==> src/rtl/uart_rx_ctrl.sv <==
// uart_rx_ctrl
// Receive-side controller sitting between a UART receive shift register
// and the host. It pulls completed bytes (with their framing/parity error
// flags) out of the receiver into a 4-entry FIFO and raises a level-based
// receive interrupt.
//
// Ports:
//   clk, rst_n       clock (rising edge), asynchronous active-low reset
//   enable_i         receive path enable; low flushes the FIFO
//   brg_sample_i     baud-rate sample tick (timeout time base)
//   rsr_full_i       receiver holds a completed byte
//   rsr_byte_i       held byte; ferr_i / perr_i its error flags
//   rsr_pull_o       one-cycle strobe telling the receiver its byte was taken
//   rd_i             host pop strobe for the FIFO head
//   rx_data_o        FIFO head byte; rx_ferr_o / rx_perr_o its error flags
//   rx_cnt_o         FIFO occupancy 0..4
//   int_mode_i       interrupt level: 00 >=1, 01 >=3, 10 ==4, 11 never
//   rx_int_o         receive interrupt request (level OR timeout)
//   rx_to_o          sticky receive timeout flag
//
// Build option: define UART_RX_TIMEOUT_EN to include the inactivity
// timeout counter (TO_TICKS sample ticks). Without it rx_to_o is tied low.
module uart_rx_ctrl #(
    parameter int unsigned TO_TICKS = 640
) (
    input  logic       clk,
    input  logic       rst_n,
    input  logic       enable_i,
    input  logic       brg_sample_i,
    input  logic       rsr_full_i,
    input  logic [7:0] rsr_byte_i,
    input  logic       ferr_i,
    input  logic       perr_i,
    output logic       rsr_pull_o,
    input  logic       rd_i,
    output logic [7:0] rx_data_o,
    output logic       rx_ferr_o,
    output logic       rx_perr_o,
    output logic [2:0] rx_cnt_o,
    input  logic [1:0] int_mode_i,
    output logic       rx_int_o,
    output logic       rx_to_o
);

    typedef enum logic [0:0] {
        ST_IDLE = 1'b0,
        ST_CAPT = 1'b1
    } state_e;

    state_e     state_q, state_d;
    logic       pull_q, pull_d;
    logic [1:0] wr_ptr_q, wr_ptr_d;
    logic [1:0] rd_ptr_q, rd_ptr_d;
    logic [2:0] cnt_q, cnt_d;
    logic [9:0] mem_q [4];
    logic       push_s;
    logic       pop_s;
    logic       lvl_s;

`ifdef UART_RX_TIMEOUT_EN
    localparam int TO_W = $clog2(TO_TICKS + 1);
    localparam logic [TO_W-1:0] TO_MAX = TO_W'(TO_TICKS);
    logic [TO_W-1:0] to_cnt_q, to_cnt_d;
    logic            to_q, to_d;
`else
    logic            unused_cfg_s;
`endif

    // The push happens in the CAPT cycle, while the receiver still presents the byte.
    assign push_s = enable_i && (state_q == ST_CAPT);
    assign pop_s  = enable_i && rd_i && (cnt_q != 3'd0);

    // Next-state logic for FSM, pointers, occupancy and timeout.
    always_comb begin
        state_d  = ST_IDLE;
        pull_d   = 1'b0;
        wr_ptr_d = wr_ptr_q;
        rd_ptr_d = rd_ptr_q;
        cnt_d    = cnt_q;
        if (!enable_i) begin
            wr_ptr_d = 2'd0;
            rd_ptr_d = 2'd0;
            cnt_d    = 3'd0;
        end else begin
            case (state_q)
                ST_IDLE: begin
                    // A full FIFO leaves rsr_full_i pending: receiver backpressure.
                    if (rsr_full_i && (cnt_q < 3'd4)) begin
                        state_d = ST_CAPT;
                        pull_d  = 1'b1;
                    end else begin
                        state_d = ST_IDLE;
                        pull_d  = 1'b0;
                    end
                end
                ST_CAPT: begin
                    state_d = ST_IDLE;
                    pull_d  = 1'b0;
                end
                default: begin
                    state_d = ST_IDLE;
                    pull_d  = 1'b0;
                end
            endcase
            if (push_s) begin
                wr_ptr_d = wr_ptr_q + 2'd1;
            end else begin
                wr_ptr_d = wr_ptr_q;
            end
            if (pop_s) begin
                rd_ptr_d = rd_ptr_q + 2'd1;
            end else begin
                rd_ptr_d = rd_ptr_q;
            end
            case ({push_s, pop_s})
                2'b10:   cnt_d = cnt_q + 3'd1;
                2'b01:   cnt_d = cnt_q - 3'd1;
                default: cnt_d = cnt_q;
            endcase
        end
`ifdef UART_RX_TIMEOUT_EN
        to_cnt_d = to_cnt_q;
        to_d     = to_q;
        if (!enable_i) begin
            to_cnt_d = '0;
            to_d     = 1'b0;
        end else begin
            // Only genuine inactivity with data waiting advances the counter.
            if (push_s || pop_s || (cnt_q == 3'd0)) begin
                to_cnt_d = '0;
            end else if (brg_sample_i && (to_cnt_q != TO_MAX)) begin
                to_cnt_d = to_cnt_q + 1'b1;
            end else begin
                to_cnt_d = to_cnt_q;
            end
            if (pop_s) begin
                to_d = 1'b0;
            end else if (to_cnt_q == TO_MAX) begin
                to_d = 1'b1;
            end else begin
                to_d = to_q;
            end
        end
`endif
    end

    // Control state registers; reset also cancels an in-flight capture.
    always_ff @(posedge clk or negedge rst_n) begin
        if (!rst_n) begin
            state_q  <= ST_IDLE;
            pull_q   <= 1'b0;
            wr_ptr_q <= 2'd0;
            rd_ptr_q <= 2'd0;
            cnt_q    <= 3'd0;
`ifdef UART_RX_TIMEOUT_EN
            to_cnt_q <= '0;
            to_q     <= 1'b0;
`endif
        end else begin
            state_q  <= state_d;
            pull_q   <= pull_d;
            wr_ptr_q <= wr_ptr_d;
            rd_ptr_q <= rd_ptr_d;
            cnt_q    <= cnt_d;
`ifdef UART_RX_TIMEOUT_EN
            to_cnt_q <= to_cnt_d;
            to_q     <= to_d;
`endif
        end
    end

    // FIFO storage; contents are deliberately not reset.
    always_ff @(posedge clk) begin
        if (push_s) begin
            mem_q[wr_ptr_q] <= {perr_i, ferr_i, rsr_byte_i};
        end
    end

    // Interrupt level decode from occupancy.
    always_comb begin
        lvl_s = 1'b0;
        case (int_mode_i)
            2'b00:   lvl_s = (cnt_q >= 3'd1);
            2'b01:   lvl_s = (cnt_q >= 3'd3);
            2'b10:   lvl_s = (cnt_q == 3'd4);
            default: lvl_s = 1'b0;
        endcase
    end

`ifdef UART_RX_TIMEOUT_EN
    assign rx_to_o = to_q;
`else
    assign rx_to_o      = 1'b0;
    assign unused_cfg_s = brg_sample_i | (TO_TICKS == 32'd0);
`endif

    assign rsr_pull_o = pull_q;
    assign rx_data_o  = mem_q[rd_ptr_q][7:0];
    assign rx_ferr_o  = mem_q[rd_ptr_q][8];
    assign rx_perr_o  = mem_q[rd_ptr_q][9];
    assign rx_cnt_o   = cnt_q;
    assign rx_int_o   = lvl_s | rx_to_o;

endmodule

==> config.mk <==
export PLATFORM = sky130hd
export DESIGN_NAME = uart_rx_ctrl
export DESIGN_NICKNAME = d
export VERILOG_FILES = /design/src/rtl/uart_rx_ctrl.sv
export SDC_FILE = /design/constraint.sdc
export NUM_CORES = 1
export LEC_CHECK = 0
export CORE_UTILIZATION = 47
export CTS_CLUSTER_SIZE = 20
export DETAILED_ROUTE_END_ITERATION = 10
export PLACE_DENSITY = 0.74
export SLEW_MARGIN = 20
export SYNTH_ARGS = -nofsm -noshare
export SYNTH_HDL_FRONTEND = slang
export SYNTH_SLANG_ARGS = --single-unit
==> constraint.sdc <==
create_clock -name clk -period 1.6 [get_ports clk]
set_clock_uncertainty 0.15 [all_clocks]
set_input_delay 0.32 -clock clk [delete_from_list [all_inputs] [get_ports clk]]
set_output_delay 0.32 -clock clk [all_outputs]
set_load 0.02 [all_outputs]
# --- Word level (Yosys, flattened, before mapping) ---
# Memories as Yosys holds them, arrays and structs flattened.
# Index checks and enable logic that the tools add are counted.
word_totals:
  out_inout_bits: 16
  latch_bits: 0
  mem_count: 1
  ff_bits: 8
  rom_bits: 0
  ramBits: 40
  wordCells: 39
classes:
  muxes: 12
  shift: 0
  multipliers: 0
  bitwise: 1
  eq_ne: 8
  n_div: 0
  order_cmp: 3
  n_reduce_logical: 6
  n_addsub: 4
mem_list:
  columns: ["memory", "words", "width", "rd", "rd_clocked_by_memory_dff", "write_ports", "line", "rtl"]
  rows:
  - ["mem_q", 4, 10, 1, 0, 1, "55", "logic [9:0] mem_q [4];"]
op_table:
  columns: ["cell", "n"]
  rows:
  - ["two-way mux 2 bit", 4]
  - ["case mux 3 bit (2 select lines)", 1]
  - ["adder 2 x 1 -> 2 bit, second input constant", 2]
  - ["== test 2 x 1 -> 1 bit, second input constant", 2]
  - ["== test 2 bit, second input constant", 2]
  - ["logical AND 1 bit", 4]
  - ["two-way mux 1 bit", 4]
  - ["!= test 2 x 1 -> 1 bit, second input constant", 2]
  - ["adder 3 x 1 -> 3 bit, second input constant", 1]
  - ["== test 3 bit, second input constant", 1]
  - [">= comparator 3 x 1 -> 1 bit, second input constant", 1]
  - [">= comparator 3 x 2 -> 1 bit, second input constant", 1]
  - ["< comparator 3 bit, second input constant", 1]
  - ["two-way mux 3 bit", 1]
  - ["!= test 3 x 1 -> 1 bit, second input constant", 1]
  - ["case mux 1 bit (3 select lines)", 1]
  - ["nonzero test 3 bit", 1]
  - ["subtractor 3 x 1 -> 3 bit, second input constant", 1]
  - ["zero test 2 bit", 1]
  - ["case mux 1 bit (2 select lines)", 1]
  - ["inverter 1 bit", 1]

# --- Logic depth before layout (Yosys ltp) ---
logic_depth:
  word_depth: 5
  depth_mapped: 6

# --- Worst setup path before layout ---
# OpenSTA, ideal clock, no wires.
synth_path:
  path_kind: "reg2out"
  start: "register cnt_q[0] (netlist: rx_cnt_o[0])"
  end: "output port rx_int_o"
  path_slack_ps: -329
  path_buffers: 0
  t_arrival_ps: 1459
  stages_incl_launch_ff: 7
  cell_sequence: "dfrtp_1 ha_1 ha_1 nand2b_1 o21ai_0 a21oi_1 a21o_2"
synth_via:
  elab_chain_cells: 2
synth_rtl:
  columns: ["item", "line", "rtl"]
  rows:
  - ["start, declared", "54", "logic [2:0] cnt_q, cnt_d;"]
  - ["start signal, assigned", "164", "cnt_q <= cnt_d;"]
  - [">= comparator 3 x 2 -> 1 bit (tied with other cells)", "184", "2'b01: lvl_s = (cnt_q >= 3'd3);"]
  - ["case mux 1 bit (3 select lines) (*)", "182", "case (int_mode_i)"]
  - ["end, declared", "41", "output logic rx_int_o,"]
# Every way passes the cells marked *; elsewhere a longest branch is shown, timed or not.

# --- Final worst setup path ---
# Ends and elaborated chain as after synthesis.

==> impl_metrics.json <==
{
  "status": "finished, violations left",
  "violations": "negative setup slack",
  "wirelength_um": 3900,
  "cp-start-kind": "flip-flop",
  "critPathMaxFanout": 4,
  "seqPwrFrac_pct": 36.6,
  "rsz0062_at_grt": "true",
  "hpwl_um": 2520,
  "synthDistinctLibCells": 30,
  "grt_overflow_total": 0,
  "cts_buffers": 5,
  "fin_nets": 207,
  "arrival_ns": 1.73,
  "postCtsHoldBufs": 0,
  "intPower_uw": 2810,
  "initial_core_util_pct": 50.4,
  "fin_ws_ns": -0.595,
  "yosysWarnings": 0,
  "syn_inst": 116,
  "grt_pass1_vias": 1263,
  "drc": 0,
  "clock_latency_ns": 0.29,
  "clock.fmax_ghz": 0.456,
  "final_common_cell": "edfxtp_1",
  "power_frac_comb_pct": 46.7,
  "place.gp.congestion": 0.728,
  "wl_per_cell_um": 16.9,
  "wl_met3_um": 142,
  "power_switching_uw": 1220,
  "cts.htree.levels": 2,
  "fillers": 237,
  "pwr_density_cell_nw_per_um2": 1370,
  "cpPeakStageDelay_ns": 0.44,
  "final_area_um2": 2950,
  "die_w_um": 68.4,
  "diodes": 0,
  "antenna_found_initial": 0,
  "areaGrowthSynthToFinish_pct": 42.2,
  "synth_top_area_share_pct": 57.9,
  "fp-row-count": 23,
  "finalMaxSlewViolations": 0,
  "tns_ns": -5.43,
  "grt_pass1_wl_um": 6000,
  "grt_max_degree": 15,
  "sw_frac_of_total_pct": 30.2,
  "cp_cell_sequence": "buf_6 > ha_2 > o31ai_4 > a21oi_2 > a21o_2 > buf_6",
  "cts_tree": "done",
  "setup_viol": 16,
  "cts_buffer_depth": 2,
  "cp_slowest_cell": "dfrtp_2",
  "layout_common_cells": "edfxtp_1, buf_6, clkdlybuf4s50_1, buf_4, mux4_2",
  "die_h_um": 68.4,
  "yosysTopAreaCell": "edfxtp_1",
  "clk_pin_slew_ns": 0.08,
  "synth_fp_nets": 143,
  "placed_cell_area_um2": 2650,
  "first_iter_violations": 61,
  "vias_per_cell": 5.31,
  "power.share.clock_pct": 16.7,
  "hold_viol": 0,
  "cts_root_buf": "clkbuf_8",
  "synth_seq_cells": 48,
  "cp-end-kind": "primary output",
  "yosys-top-cells-area": "edfxtp_1, mux4_2, dfrtp_1, ha_1, xnor2_1",
  "path_buf_inv": 2,
  "drt-met1-wl_um": 1570,
  "design.core.area_um2": 4120,
  "synthesis.area_um2": 2070,
  "drv_cap": 0,
  "wl_met2_um": 2110,
  "hold_path_class": "in -> async",
  "pin_count": 34,
  "drive_gt1_share_pct": 46.4,
  "die_area_um2": 4680,
  "clock_sinks": 48,
  "power_uw": 4040,
  "yosysSeqAreaShare_pct": 67.6,
  "vias": 1227,
  "ant_nets": 0,
  "worst_path_dominant_cell_family": "compound AO/OA/AOI/OAI gates",
  "peakVddDrop_v": 0.000628,
  "cp.required_ns": 1.13,
  "crit_top_cell": "buf_6",
  "drt_pass1_iterations": 4,
  "io_buffers": 31,
  "p_leak_uw": 0.00112,
  "routed.top_layer": "met4",
  "track_usage_pct": 18.7,
  "synth.avg_cell_area_um2": 17.9,
  "fin_crit_sh_pct": 137,
  "layout_min_cycle_time_ns": 2.20,
  "crit_type": "reg -> out"
}
==> state kept, by name, summed over array words and instances (netlist names) <==
name	flops
rx_cnt_o	3
rd_ptr_q	2
mem_q	40
rsr_pull_o	1
wr_ptr_q	2
==> synth_stat cells <==
cell type  number
a21o_2          1
a21oi_1         2
a21oi_2         1
and2_1          4
and3_1          4
and3_4          1
and4bb_2        1
buf_2           2
buf_4           2
clkbuf_1        1
conb_1          1
dfrtp_1         8
edfxtp_1       40
ha_1            9
inv_1           6
mux2_4          1
mux2i_1         2
mux4_2         10
nand2_1         2
nand2_4         1
nand2b_1        2
nand2b_4        1
nand3_1         1
nor2b_1         1
nor3_1          2
o21ai_0         2
o31a_1          1
o31ai_1         2
xnor2_1         3
xor2_1          2
==> metal layers <==
| metal | vias up | global-route usage, % |
|---|---|---|
| met3 | 8 | 4.67 |
| met1 | 626 | 21.3 |
| met5 | - | 0 |
| met2 | 31 | 33.7 |
| met4 | 0 | 6.25 |
| li1 | 562 | - |
==> worst paths after layout <==
check / startpoint / endpoint / slack (ns) / depth (start not counted)
max in group asynchronous: rst_n / rx_cnt_o[0] / 0.84 / 1
min reg2reg: wr_ptr_q[1] / wr_ptr_q[1] / 0.47 / 2
max: rx_cnt_o[0] / rx_int_o / -0.60 / 6
max reg2reg: rx_cnt_o[0] / rx_cnt_o[1] / -0.22 / 9
min in group clk: wr_ptr_q[1] / wr_ptr_q[1] / 0.47 / 2
min: rst_n / rsr_pull_o / 0.16 / 1
==> cells by family after synthesis <==
group / count (synthesis) / synth area share, %
DFF: 48 / 67.6
and+or+nand+nor: 20 / 6.75
muxes: 13 / 12.5
buffers and inverters: 11 / 2.47
adders and majority gates: 9 / 5.43
AOI/OAI and AO/OA: 9 / 2.96
xor gates and xnor gates: 5 / 2.11
other: 1 / 0.181
==> area by class of cell <==
cell class              count  area [um^2]  area share, %
well taps                  50         62.6           2.12
clock inverters             2         11.3          0.382
flip-flops and latches     48         1400           47.6
multi-input cells          57          714           24.2
inverters                   6         27.5          0.933
clock buffers               6         72.6           2.46
repair buffers             62          658           22.3
==> worst reg2reg max path: cells and delay by family, from the launching register on <==
family / cells / cell delay [ns]
buf+inv: 4 / 0.37
flops: 1 / 0.40
fa+ha+maj: 1 / 0.15
simple gates: 3 / 0.35
compound gates: 1 / 0.28
==> power by group through the flow <==
stage          clock [uW]  sequential (uW)  combinational, uW
2_1_floorplan           0             1550                733
3_3_place_gp            0             1480               1370
3_5_place_dp            0             1480               1410
4_1_cts               693             1470               1610
5_1_grt               730             1490               2020
6_report              675             1480               1880
==> per-stage QoR <==
step,util [%],hold slack (ns),cells,worst slack (ns)
finish,71.7,0.160,231,-0.595
global route,71.7,0.190,231,-0.657
CTS,68.8,0.164,228,-0.574
detailed placement,64.4,0.466,215,-0.796
global placement,64.4,0.436,215,-0.724
floorplan,-,-0.126,116,-0.221
==> timing repair <==
action / 4_1_cts / 5_1_grt
endpoints found under the setup margin: 20 / 18
buffers inserted: 5 / 4
pin swaps: 4 / 11
gates resized for setup: 89 / 22
Note: power is estimated with default switching activity, not from simulation.
